**config.mk**
```make
export PLATFORM = sky130hd
export DESIGN_NAME = iq_loopback_channel
export DESIGN_NICKNAME = d
export VERILOG_FILES = /design/src/rtl/iq_loopback_channel.sv
export SDC_FILE = /design/constraint.sdc
export NUM_CORES = 2
export LEC_CHECK = 0
export BUFFER_PORTS_ARGS = -buffer_cell sky130_fd_sc_hd__buf_2
export CAP_MARGIN = 10
export CORE_UTILIZATION = 60
export DETAILED_ROUTE_END_ITERATION = 8
export PLACE_DENSITY = 0.76
export SYNTH_ARGS = -nofsm -noshare
export SYNTH_HDL_FRONTEND = slang
export SYNTH_SLANG_ARGS = --single-unit
```
**constraint.sdc**
```tcl
create_clock -name clk_16M384 -period 9 [get_ports clk_16M384]
set_input_delay 0.45 -clock clk_16M384 [delete_from_list [all_inputs] [get_ports clk_16M384]]
set_output_delay 0.45 -clock clk_16M384 [all_outputs]
set_load 0.1 [all_outputs]
```
**src/rtl/iq_loopback_channel.sv**
```systemverilog
// rtl/iq_loopback_channel.sv - DAC-to-ADC I/Q loopback emulator: delay, rotation, attenuation, offset, noise
// Define CHAN_SATURATE_EN to clip the output sum instead of wrapping it.
module iq_loopback_channel #(
  parameter int          DW        = 12,
  parameter int          MAX_DELAY = 64,
  parameter int          NOISE_W   = 6,
  parameter logic [15:0] SEED_I    = 16'hACE1,
  parameter logic [15:0] SEED_Q    = 16'h1D2B
) (
  input  logic                         clk_16M384,
  input  logic                         rst_16M384,
  input  logic signed [DW-1:0]         DAC_I,
  input  logic signed [DW-1:0]         DAC_Q,
  input  logic                         DAC_vld,
  input  logic [$clog2(MAX_DELAY)-1:0] DELAY,
  input  logic [1:0]                   ROT,
  input  logic [2:0]                   GAIN_SHIFT,
  input  logic signed [DW-1:0]         DC_OFFSET,
  input  logic                         NOISE_EN,
  output logic signed [DW-1:0]         ADC_I,
  output logic signed [DW-1:0]         ADC_Q,
  output logic                         ADC_vld,
  output logic                         SAT_FLAG
);

  localparam int          AW        = $clog2(MAX_DELAY);
  localparam logic [15:0] LFSR_TAPS = 16'hB400;
`ifdef CHAN_SATURATE_EN
  localparam int SW      = DW + 3;
  localparam int SAT_MAX = 2**(DW-1) - 1;
  localparam int SAT_MIN = -(2**(DW-1));
`else
  // Wrapping keeps only the low DW bits, so the sum is carried at that width.
  localparam int SW = DW;
`endif

  logic signed [DW-1:0] buf_i [MAX_DELAY];
  logic signed [DW-1:0] buf_q [MAX_DELAY];
  logic [MAX_DELAY-1:0] buf_vld;
  logic [AW-1:0]        wr_ptr;
  logic [AW-1:0]        rd_ptr;

  logic signed [DW-1:0] tap_i, tap_q;
  logic                 tap_vld;
  logic signed [DW-1:0] s1_i, s1_q;
  logic                 s1_vld;
  logic signed [DW:0]   ext_i, ext_q, rot_i, rot_q;
  logic signed [DW:0]   s2_i, s2_q;
  logic                 s2_vld;
  logic [15:0]          lfsr_i, lfsr_q;
  logic [NOISE_W-1:0]   noise_i, noise_q;
  logic signed [SW-1:0] sum_i, sum_q;
  logic [DW:0]          shp_i, shp_q;

  function automatic logic [15:0] lfsr_next(input logic [15:0] s);
    lfsr_next = (s >> 1) ^ (s[0] ? LFSR_TAPS : 16'h0000);
  endfunction

  // Returns {clipped, value}.
  function automatic logic [DW:0] shape(input logic signed [SW-1:0] s);
`ifdef CHAN_SATURATE_EN
    if (s > SAT_MAX)      shape = {1'b1, DW'(SAT_MAX)};
    else if (s < SAT_MIN) shape = {1'b1, DW'(SAT_MIN)};
    else                  shape = {1'b0, s[DW-1:0]};
`else
    shape = {1'b0, s};
`endif
  endfunction

  // Stage 1: circular delay line; valid bits are cleared on reset, data is not.
  assign rd_ptr = wr_ptr - DELAY;

  always_comb begin
    tap_vld = DAC_vld;
    tap_i   = DAC_I;
    tap_q   = DAC_Q;
    if (DELAY != '0) begin
      tap_vld = buf_vld[rd_ptr];
      tap_i   = buf_i[rd_ptr];
      tap_q   = buf_q[rd_ptr];
    end
  end

  always_ff @(posedge clk_16M384) begin
    buf_i[wr_ptr] <= DAC_I;
    buf_q[wr_ptr] <= DAC_Q;
    if (rst_16M384) begin
      wr_ptr  <= '0;
      buf_vld <= '0;
    end else begin
      wr_ptr          <= wr_ptr + 1'b1;
      buf_vld[wr_ptr] <= DAC_vld;
    end
  end

  // Stage 2: one extra bit so that negating the most negative sample is exact.
  assign ext_i = {s1_i[DW-1], s1_i};
  assign ext_q = {s1_q[DW-1], s1_q};

  always_comb begin
    rot_i = ext_i;
    rot_q = ext_q;
    case (ROT)
      2'd1:    begin rot_i = ext_q;  rot_q = -ext_i; end
      2'd2:    begin rot_i = -ext_i; rot_q = -ext_q; end
      2'd3:    begin rot_i = -ext_q; rot_q = ext_i;  end
      default: begin rot_i = ext_i;  rot_q = ext_q;  end
    endcase
  end

  always_ff @(posedge clk_16M384) begin
    s1_i <= tap_i;
    s1_q <= tap_q;
    s2_i <= rot_i >>> GAIN_SHIFT;
    s2_q <= rot_q >>> GAIN_SHIFT;
    if (rst_16M384) begin
      s1_vld <= 1'b0;
      s2_vld <= 1'b0;
    end else begin
      s1_vld <= tap_vld;
      s2_vld <= s1_vld;
    end
  end

  // Stage 3: noise uses the LFSR state from before this cycle's advance.
  assign noise_i = NOISE_EN ? lfsr_i[NOISE_W-1:0] : '0;
  assign noise_q = NOISE_EN ? lfsr_q[NOISE_W-1:0] : '0;
  assign sum_i   = SW'(s2_i) + SW'(DC_OFFSET) + SW'(noise_i);
  assign sum_q   = SW'(s2_q) + SW'(DC_OFFSET) + SW'(noise_q);
  assign shp_i   = shape(sum_i);
  assign shp_q   = shape(sum_q);

  always_ff @(posedge clk_16M384) begin
    if (rst_16M384) begin
      lfsr_i   <= SEED_I;
      lfsr_q   <= SEED_Q;
      ADC_I    <= '0;
      ADC_Q    <= '0;
      ADC_vld  <= 1'b0;
      SAT_FLAG <= 1'b0;
    end else begin
      lfsr_i <= lfsr_next(lfsr_i);
      lfsr_q <= lfsr_next(lfsr_q);
      if (s2_vld) begin
        ADC_I    <= shp_i[DW-1:0];
        ADC_Q    <= shp_q[DW-1:0];
        ADC_vld  <= 1'b1;
        SAT_FLAG <= shp_i[DW] | shp_q[DW];
      end else begin
        ADC_I    <= '0;
        ADC_Q    <= '0;
        ADC_vld  <= 1'b0;
        SAT_FLAG <= 1'b0;
      end
    end
  end

endmodule
```
==> key figures <==
Run status
  • Status: complete, no violations

Synth
  • Seq/Total Area, Yosys: 71.7%
  • Number of synthesized register bits: 1,695
  • Post-synth EDFFs: 1,536
  • Largest family of logic cells by synthesized area: multiplexers
  • Synth Area in XOR/XNOR: 0.382%
  • Synth cell types: 97
  • Most used DFF post-synth: edfxtp_1
  • Post-synthesis simple-gate area fraction: 4.42%
  • Area share of the largest cell type after synthesis: 67.0%
  • Synth area leader: edfxtp_1
  • Top cells by count, synth: edfxtp_1 (1,536), mux4_2 (331), nand2_1 (249), mux2i_1 (226), dfxtp_1 (159)
  • Avg Inst Size Synth: 17.9 um^2
  • Synth Instances: 3,848
  • Synth Cell Area: 68,800 um^2
  • Net Count, Synth: 3,952
  • Ys Warns: 0
  • Post-synthesis async set-or-reset flop share: 0%
  • Top-count cell post-synth: edfxtp_1
  • Synth area leaders: edfxtp_1 (67%), mux4_2 (11%), dfxtp_1 (4.6%)
  • Post-synthesis compound-gate area fraction: 5.37%
  • Multiplexer area fraction after synthesis: 14.8%
  • Synth Area in Adders: 1.13%

Critical path
  • CP startpoint kind: flip-flop
  • WP data required: 9.65 ns
  • RR Endpoint: s2_q[4]$_DFF_P_
  • Reg2Reg Depth: 13
  • Max FO, Critical Path: 36
  • Critical-path top delay cell: a41oi_1
  • Setup crit end kind: flip-flop
  • CP Cell Sequence: buf_4 > buf_4 > nor2b_1 > a21oi_1 > a31oi_1 > a221oi_1 > a41oi_1 > nand4_1 > or3_1 > a31oi_2 > nand2_2 > mux2_2 > mux4_2
  • Max incr delay on CP: 0.91 ns
  • Arrival time worst endpoint: 7.18 ns
  • Crit-path most repeated cell: buf_4
  • FF-to-FF setup slack: 2.47 ns
  • Crit path kind: flip-flop to flip-flop

Power and ir drop
  • Pleak: 25.0 nW
  • Clock Power Share: 35.7%
  • NetSw: 5.18 mW
  • Internal: 13.5 mW
  • Sequential Power Share: 47.0%
  • Peak supply drop: 0.177 mV
  • Switching share of power: 27.7%
  • Tot Pwr: 18.7 mW
  • Logic gate share of total power: 17.3%
  • Power density over the cells: 245 nW/um^2

Global routing
  • Vias in the first global route: 38,600
  • Initial antenna violation count: 13
  • First-pass GRT wire length: 280,000 um
  • Largest net degree at the start of global routing: 115
  • Total global-route track usage: 34.5%
  • Grt total ovfl: 0

Timing
  • Pins Over Slew Limit: 0
  • Fmax: 153 MHz
  • Clk_skew: 0.0297 ns
  • Rel. slew slack: 11.5%
  • Final Hold Slack: 0.0613 ns
  • Min Tclk post-route: 6.53 ns
  • RSZ-0062 raised after global routing: false
  • Final setup vio count: 0
  • Setup TNS: 0 ns
  • Worst-margin pin slew: 1.33 ns
  • Period utilisation layout: 72.5%
  • Final hold vios: 0

Clock network
  • CTS Buffer Depth: 3
  • Post_cts resized: 0
  • Clk sinks: 1,695
  • H-tree Lvls: 4
  • CTS root buffer: clkbuf_16
  • CTS tree: built
  • Setup bufs post-CTS: 0
  • Hold_buf cts: 0
  • Worst skew pair latency: 0.80 ns
  • Clk slew on worst S/H paths: 0.06 ns
  • CTS Buf Count: 165

Detailed routing
  • TritonRoute pass-1 iters: 6
  • Post-route ant nets: 0
  • Residual DRC: 0
  • WL final: 198,000 um
  • Initial DRC count: 6,256
  • Via count: 39,300
  • Vias/cell: 6.99
  • Wire length per cell: 35.3 um

Run
  • Max Cap Violations: 0

Place
  • IO Port Bufs: 75
  • DP Cell Count: 5,315
  • Hpwl dp: 112,000 um
  • GP Congestion: 0.951

Floorplanning
  • Initial core utilization: 60.8%
  • Chip width: 341 um
  • Ports: 77
  • # rows: 123
  • Core ar.: 113,000 um^2
  • Die H: 341 um
  • Die area: 116,000 um^2

Min path
  • Hold Path Class: input pin to flip-flop
  • Hold_sp: DC_OFFSET[11]
  • Hold depth: 4
  • Hold EP: ADC_I[11]$_SDFF_PP0_

Final layout
  • Fillers: 7,134
  • Cell Count, Final, Fillers Out: 5,623
  • Layout cells sized above 1: 22.0%
  • Area growth, synth to finish: 10.9%
  • # diodes: 0
  • Post-layout nets: 4,088
[power groups by stage]
| stage | Combinational [mW] | Clock (mW) | Sequential [mW] |
|---|---|---|---|
| after global routing | 3.36 | 6.97 | 8.79 |
| final | 3.23 | 6.67 | 8.79 |
| after detailed placement | 3.12 | 0 | 8.95 |
| after CTS | 3.15 | 6.68 | 8.79 |
| after global placement | 3.10 | 0 | 8.95 |
| after floorplan | 2.10 | 0 | 8.91 |
[kinds of logic (layout without fill, tap and decap cells)]
kind of cell,count (synthesis),count (layout)
compound gates,544,544
fa+ha+maj,53,53
mux,593,593
simple gates,652,652
flops,1695,1695
buf+inv,280,555
xor+xnor,30,30
other cells,1,1
[worst max path at each step]
stage               from               to  slack (ns)  cells after the start
3_5_place_dp   flip-flop  s2_q[4]$_DFF_P_        2.72                     13
6_report       flip-flop  s2_q[4]$_DFF_P_        2.47                     13
4_1_cts        flip-flop  s2_i[3]$_DFF_P_        2.68                     13
3_3_place_gp   flip-flop  s2_q[4]$_DFF_P_        3.01                     13
2_1_floorplan  flip-flop  s2_q[4]$_DFF_P_        4.75                     19
5_1_grt        flip-flop  s2_i[7]$_DFF_P_        2.44                     13
[final cells by class]
type	count	area [um^2]	share of cell area (%)
flip-flops and latches	1695	49300	64.6
multi-input cells	1873	18400	24.1
clock buffers	210	4340	5.69
well taps	1500	1880	2.46
repair buffers	205	1450	1.90
clock inverters	96	808	1.06
inverters	44	165	0.216
[registers in the layout (all words and copies together), names as in the netlist, named ones only]
name,cells
buf_vld,64
ADC_vld,1
s1_vld,1
lfsr_i,16
buf_i,768
ADC_I,12
ADC_Q,12
s2_vld,1
wr_ptr,6
s2_q,12
s2_i,12
buf_q,768
lfsr_q,16
[per-stage QoR]
| step | setup WS (ns) | area, um^2 | util (%) |
|---|---|---|---|
| finish | 2.47 | 76300 | 67.5 |
| global route | 2.44 | 76300 | 67.5 |
| CTS | 2.68 | 76300 | 67.4 |
| detailed placement | 2.72 | 71100 | 62.9 |
| global placement | 3.01 | 71100 | 62.9 |
| floorplan | 4.75 | 68800 | - |
[cells in the final DEF (no fill, tap or decap), types with 75 or more instances in the layout]
cell type,Yosys,layout
edfxtp_1,1536,1536
mux4_2,331,331
nand2_1,249,249
mux2i_1,226,226
clkbuf_16,0,167
dfxtp_1,159,154
a21oi_1,131,131
buf_4,20,122
o21ai_0,101,101
nor2_1,157,93
buf_2,46,75
[per-layer routing]
metal	wire length [um]	vias up	track usage, %
li1	-	15800	-
met3	27100	579	9.34
met1	70600	19900	47.2
met4	11200	14	17.8
met5	106	-	0
met2	89400	3022	51.4
[critical path, delay by kind of cell (launching register included)]
family | cells | cell delay, ns
compound gates | 5 | 1.75
buf+inv | 2 | 1.13
flops | 1 | 0.76
mux | 2 | 0.75
simple gates | 4 | 1.94
Note: power is estimated with default switching activity, not from simulation.
